===== config.mk =====
export PLATFORM = sky130hd
export DESIGN_NAME = bcd_digit_scanner
export DESIGN_NICKNAME = d
export VERILOG_FILES = /design/src/rtl/scan_pkg.sv /design/src/rtl/bin2bcd_seq.sv /design/src/rtl/bcd_digit_scanner.sv
export SDC_FILE = /design/constraint.sdc
export NUM_CORES = 1
export LEC_CHECK = 0
export CORE_MARGIN = 5
export CORE_UTILIZATION = 25
export DETAILED_ROUTE_END_ITERATION = 8
export GPL_TIMING_DRIVEN = 0
export SETUP_SLACK_MARGIN = 0.4
export SYNTH_ARGS = -nofsm -noshare
export SYNTH_HDL_FRONTEND = slang
export SYNTH_SLANG_ARGS = --single-unit

===== constraint.sdc =====
create_clock -name clk -period 2.15 [get_ports clk]
set_input_delay 0.43 -clock clk [delete_from_list [all_inputs] [get_ports clk]]
set_output_delay 0.43 -clock clk [all_outputs]
set_load 0.03 [all_outputs]

===== src/rtl/scan_pkg.sv =====
// rtl/scan_pkg.sv - shared constants, FSM states and BCD helper for the digit scanner
package scan_pkg;

    localparam logic [3:0] BCD_BLANK = 4'hF;

    typedef enum logic [1:0] {
        IDLE,
        SHIFT,
        FINISH
    } scan_state_t;

    function automatic logic [3:0] bcd_adj(input logic [3:0] nibble);
        return (nibble >= 4'd5) ? nibble + 4'd3 : nibble;
    endfunction

endpackage


===== src/rtl/bin2bcd_seq.sv =====
// rtl/bin2bcd_seq.sv - sequential double-dabble converter holding the display register
module bin2bcd_seq
    import scan_pkg::*;
#(
    parameter int DIGITS = 4,
    parameter int BIN_W  = 14
) (
    input  logic                  clk,
    input  logic                  rst,
    input  logic [BIN_W-1:0]      bin_in,
    input  logic                  load,
    output logic                  busy,
    output logic                  done,
    output logic                  ovf,
    output logic [4*DIGITS-1:0]   bcd_packed
);

    localparam int ACC_W = 4 * DIGITS + 4;
    localparam int CNT_W = $clog2(BIN_W);

    scan_state_t          state_q, state_d;
    logic [BIN_W-1:0]     sr_q, sr_d;
    logic [ACC_W-1:0]     acc_q, acc_d;
    logic [ACC_W-1:0]     adj;
    logic [CNT_W-1:0]     cnt_q, cnt_d;
    logic                 busy_q, busy_d;
    logic                 done_q, done_d;
    logic                 ovf_q, ovf_d;
    logic [4*DIGITS-1:0]  disp_q, disp_d;
    logic                 bad;

    always_comb begin
        state_d = state_q;
        sr_d    = sr_q;
        acc_d   = acc_q;
        cnt_d   = cnt_q;
        busy_d  = busy_q;
        done_d  = 1'b0;
        ovf_d   = ovf_q;
        disp_d  = disp_q;
        adj     = acc_q;
        bad     = (acc_q[ACC_W-1 -: 4] != 4'd0);
        for (int k = 0; k < DIGITS + 1; k++) begin
            adj[k*4 +: 4] = bcd_adj(acc_q[k*4 +: 4]);
        end
        for (int k = 0; k < DIGITS; k++) begin
            if (acc_q[k*4 +: 4] > 4'd9) bad = 1'b1;
        end
        case (state_q)
            IDLE: begin
                if (load) begin
                    sr_d    = bin_in;
                    acc_d   = '0;
                    cnt_d   = '0;
                    busy_d  = 1'b1;
                    state_d = SHIFT;
                end
            end
            SHIFT: begin
                acc_d = {adj[ACC_W-2:0], sr_q[BIN_W-1]};
                sr_d  = {sr_q[BIN_W-2:0], 1'b0};
                cnt_d = cnt_q + CNT_W'(1);
                if (cnt_q == CNT_W'(BIN_W - 1)) state_d = FINISH;
            end
            FINISH: begin
                // Display register only changes here, so the scan never shows a partial value
                if (bad) begin
                    ovf_d  = 1'b1;
                    disp_d = {DIGITS{BCD_BLANK}};
                end else begin
                    ovf_d  = 1'b0;
                    disp_d = acc_q[4*DIGITS-1:0];
                end
                done_d  = 1'b1;
                busy_d  = 1'b0;
                state_d = IDLE;
            end
            default: state_d = IDLE;
        endcase
    end

    always_ff @(posedge clk) begin
        if (rst) begin
            state_q <= IDLE;
            sr_q    <= '0;
            acc_q   <= '0;
            cnt_q   <= '0;
            busy_q  <= 1'b0;
            done_q  <= 1'b0;
            ovf_q   <= 1'b0;
            disp_q  <= '0;
        end else begin
            state_q <= state_d;
            sr_q    <= sr_d;
            acc_q   <= acc_d;
            cnt_q   <= cnt_d;
            busy_q  <= busy_d;
            done_q  <= done_d;
            ovf_q   <= ovf_d;
            disp_q  <= disp_d;
        end
    end

    assign busy       = busy_q;
    assign done       = done_q;
    assign ovf        = ovf_q;
    assign bcd_packed = disp_q;

endmodule


===== src/rtl/bcd_digit_scanner.sv =====
// rtl/bcd_digit_scanner.sv - binary-to-BCD display feeder with digit multiplexing and blanking
module bcd_digit_scanner
    import scan_pkg::*;
#(
    parameter int DIGITS      = 4,
    parameter int BIN_W       = 14,
    parameter int REFRESH_DIV = 100000,
    parameter int LZ_BLANK    = 1
) (
    input  logic               clk,
    input  logic               rst,
    input  logic [BIN_W-1:0]   bin_in,
    input  logic               load,
    output logic               busy,
    output logic               done,
    output logic               ovf,
    output logic [3:0]         bcd_out,
    output logic [DIGITS-1:0]  an
);

    localparam int RC_W  = (REFRESH_DIV > 1) ? $clog2(REFRESH_DIV) : 1;
    localparam int IDX_W = (DIGITS > 1) ? $clog2(DIGITS) : 1;

    logic [4*DIGITS-1:0] disp;
    logic [RC_W-1:0]     ref_cnt_q, ref_cnt_d;
    logic [IDX_W-1:0]    idx_q, idx_d;
    logic [DIGITS-1:0]   an_q, an_d;
    logic [3:0]          bcd_q, bcd_d;
    logic                zero_above;

    bin2bcd_seq #(
        .DIGITS (DIGITS),
        .BIN_W  (BIN_W)
    ) u_conv (
        .clk        (clk),
        .rst        (rst),
        .bin_in     (bin_in),
        .load       (load),
        .busy       (busy),
        .done       (done),
        .ovf        (ovf),
        .bcd_packed (disp)
    );

    always_comb begin
        ref_cnt_d = ref_cnt_q + RC_W'(1);
        idx_d     = idx_q;
        if (ref_cnt_q == RC_W'(REFRESH_DIV - 1)) begin
            ref_cnt_d = '0;
            idx_d     = (idx_q == IDX_W'(DIGITS - 1)) ? '0 : idx_q + IDX_W'(1);
        end
        // an and bcd_out both derive from the same idx_q, so they switch together
        an_d       = ~(DIGITS'(1) << idx_q);
        bcd_d      = 4'h0;
        zero_above = 1'b1;
        for (int k = DIGITS - 1; k >= 0; k--) begin
            zero_above = zero_above && (disp[k*4 +: 4] == 4'h0);
            if (idx_q == IDX_W'(k)) begin
                bcd_d = ((LZ_BLANK != 0) && (k != 0) && zero_above) ? BCD_BLANK : disp[k*4 +: 4];
            end
        end
    end

    always_ff @(posedge clk) begin
        if (rst) begin
            ref_cnt_q <= '0;
            idx_q     <= '0;
            an_q      <= ~DIGITS'(1);
            bcd_q     <= 4'h0;
        end else begin
            ref_cnt_q <= ref_cnt_d;
            idx_q     <= idx_d;
            an_q      <= an_d;
            bcd_q     <= bcd_d;
        end
    end

    assign an      = an_q;
    assign bcd_out = bcd_q;

endmodule


==> impl_metrics.csv <==
group,metric,value,unit
final_layout,diodes,0,
route,drt-pass1-iter-count,6,
final_layout,instances_no_fill,733,
die,die_h,138.7,µm
cts,clk_path_buf_depth,2,
outcome,outcome,"finished clean",
synthesis,synth.net_count,501,
final_layout,drive_above_1_share,14.42,%
global_routing,grt_usage,10.14,%
placed_design,dpl.cell_count,712,
sta,min_period,1.732,ns
cts,numCtsBuffers,9,
synthesis,synth-seq-area-share,41.61,%
worst_setup_path,end_kind,"flop",
die,rows,47,
sta,finalSetupTns,0,ns
cts,cts-htree-levels,3,
sta,fin_skew,0.006921,ns
route,drt_wl_total,9745,µm
sta,hold_ws,0.4339,ns
route,drc,0,
sta,drv_slew,0,
synthesis,synth-async-reset-ratio,0,%
final_layout,seq_area,1729,µm²
worst_setup_path,worstPathArrival,2.00,ns
synthesis,avgSynthCellArea,8.879,µm²
synthesis,synthFlopType,"dfxtp_1",
final_layout,final_cell_area,5064,µm²
synthesis,yosysWarnings,0,
sta,hold_viol,0,
global_routing,antenna_found_initial,0,
die,start_util,25.22,%
final_layout,final_nets,543,
die,die-area,19220,µm²
placed_design,dp_slack,-0.2063,ns
sta,tightestPinTransition,0.5010,ns
synthesis,synth-edff-count,0,
worst_setup_path,worstPathRequired,2.42,ns
cts,cts_sinks,86,
placed_design,dp_hpwl,7104,µm
placed_design,port_buffers,26,
route,via_per_inst,4.718,
sta,rsz0062_at_grt,"true",
global_routing,grt_pass1_vias,3375,
global_routing,grt_pass1_wl,16470,µm
cts,hold_buffers,0,
placed_design,place_area,4674,µm²
job,cap_violations,0,
min_path,min_path_type,"reg2reg",
worst_setup_path,critical_path_class,"reg2reg",
sta,setup_violations,0,
worst_setup_path,startpoint_type,"flop",
synthesis,synthCells,466,
sta,slew_headroom,66.13,%
die,io_pins,28,
final_layout,nFillCells,1663,
placed_design,gp_congestion,0.8124,
global_routing,grt_overflow,0,
worst_setup_path,cp_max_fo,2,
sta,fmax,577.4,MHz
route,via_count,3458,
die,floorplan.core_area,16410,µm²
synthesis,synth_seq_cells,86,
route,ant_nets,0,
final_layout,multi_input_area,2225,µm²
power,ir_drop,314.9,µV
die,die_x,138.7,µm
power,p_per_area,656.2,nW/µm²
sta,finalCritPeriodShare,80.55,%
cts,cts_tree,"done",
final_layout,synthToLayoutAreaGrowth,22.38,%
power,power,3.323,mW
route,drt-wirelength-per-cell,13.29,µm
global_routing,grt_max_degree,14,
final_layout,final_core_util,30.86,%
sta,setup_ws,0.4181,ns
power,cellLeakagePower,1.937,nW
cts,clk_latency,0.33,ns
cts,root_buffer,"clkbuf_16",
cts,cts.reportedPaths.clkPinSlew,0.06,ns
route,drt_iter0_markers,234,
synthesis,yosys.cell_types.count,57,
synthesis,synth_area,4138,µm²
==> flip-flops by register name, indices dropped and copies added, names as in the netlist <==
| signal | count |
|---|---|
| u_conv.acc_q | 20 |
| u_conv.state_q | 2 |
| u_conv.bcd_packed | 16 |
| bcd_out | 4 |
| u_conv.busy | 1 |
| idx_q | 2 |
| u_conv.cnt_q | 4 |
| an | 4 |
| u_conv.done | 1 |
| ref_cnt_q | 17 |
| u_conv.sr_q | 14 |
| u_conv.ovf | 1 |
==> final timing paths <==
check,from,endpoint,slack (ns),depth (start not counted)
min,ref_cnt_q[0]$_SDFF_PP0_,ref_cnt_q[0]$_SDFF_PP0_,0.43,1
max,idx_q[0]$_SDFFE_PP0N_,bcd_out[0]$_SDFF_PP0_,0.42,7
min reg2reg,ref_cnt_q[0]$_SDFF_PP0_,ref_cnt_q[0]$_SDFF_PP0_,0.43,1
max reg2reg,idx_q[0]$_SDFFE_PP0N_,bcd_out[0]$_SDFF_PP0_,0.42,7
==> power breakdown <==
group / switching (mW) / internal, mW
clock: 0.606 / 0.809
combinational: 0.136 / 0.107
sequential: 0.0308 / 1.63
total: 0.773 / 2.55
==> metal layers <==
layer	global-route usage [%]	part of all wire, %	vias to the layer above
met4	4.789	2.5	0
met3	1.414	3.2	18
met1	13.44	47	1628
met2	16.34	47	64
li1	-	-	1748
met5	0	0	-
==> kinds of logic after synthesis <==
kind of cell             count (synthesis)  synth area share (%)
AND/OR/NAND/NOR                        163                 20.05
AO/OA/AOI/OAI                          121                 21.02
flip-flops                              86                 41.61
buffers and inverters                   52                 6.078
XOR/XNOR                                18                 3.810
adder cells (fa/ha/maj)                 18                 5.443
multiplexers                             8                 1.996
==> final cells by class <==
type	instances	area share, %
Multi-Input combinational cell	328	43.93
Sequential cell	86	34.15
Timing Repair Buffer	31	5.831
Tap cell	220	5.436
Clock buffer	12	4.868
Buffer	26	3.410
Inverter	26	1.927
Clock inverter	4	0.4448
==> cells in the mapped netlist, types with 2 or more instances <==
master	count	area (µm²)
nor4_1	2	12.51
a21oi_1	29	145.1
a222oi_1	3	30.03
a31oi_1	2	12.51
and2_1	2	12.51
a32o_1	5	50.05
a211o_1	2	17.52
a311oi_1	2	17.52
nand2_1	13	48.80
and4_1	5	43.79
nor3_1	4	20.02
xor2_1	12	105.1
o221a_2	8	90.09
a221oi_1	3	26.28
dfxtp_1	86	1722
o31ai_1	5	37.54
buf_2	11	55.05
o211a_1	2	20.02
nand2b_1	11	68.82
buf_6	2	22.52
buf_4	2	15.01
clkbuf_8	2	27.53
mux2_2	2	22.52
nand4b_1	2	17.52
o22ai_1	11	68.82
nand3_1	10	50.05
or3_1	5	31.28
a22oi_1	4	30.03
o21ai_0	13	65.06
nor2b_1	6	37.54
inv_1	26	97.59
nand4_1	6	37.54
a22o_1	9	78.83
ha_1	18	225.2
and4bb_2	2	25.02
clkbuf_1	8	30.03
mux2i_1	6	60.06
o21a_1	17	127.6
xnor2_1	6	52.55
nor2_1	82	307.8
nor3b_1	4	30.03
==> critical path, stage by stage, from the launching register on <==
cell and delay, ns:
dfxtp_2 0.32, inv_1 0.05, ha_2 0.18, buf_6 0.12, nor2b_4 0.11, or4b_4 0.47
a311oi_2 0.22, o41a_2 0.20
==> placed cells by master, fill, tap and decap left out, types with 7 or more instances in the layout <==
cell type        instances
xor2_1                  12
a21oi_1                 29
clkbuf_1                 8
inv_1                   26
nand3_1                 10
nand2_1                 13
o221a_2                  8
o21a_1                  17
nor2_1                  82
ha_1                    15
clkbuf_16                9
buf_2                    7
buf_4                    7
a22o_1                   9
o22ai_1                 11
nand2b_1                11
clkdlybuf4s50_1         18
dfxtp_1                 80
o21ai_0                 13
==> repair_timing <==
action / in CTS / in global routing
endpoints found under the setup margin: 27 / 50
pin swaps: 1 / 3
gates resized for setup: 13 / 22
setup buffers: 3 / 2
Note: power is estimated with default switching activity, not from simulation.
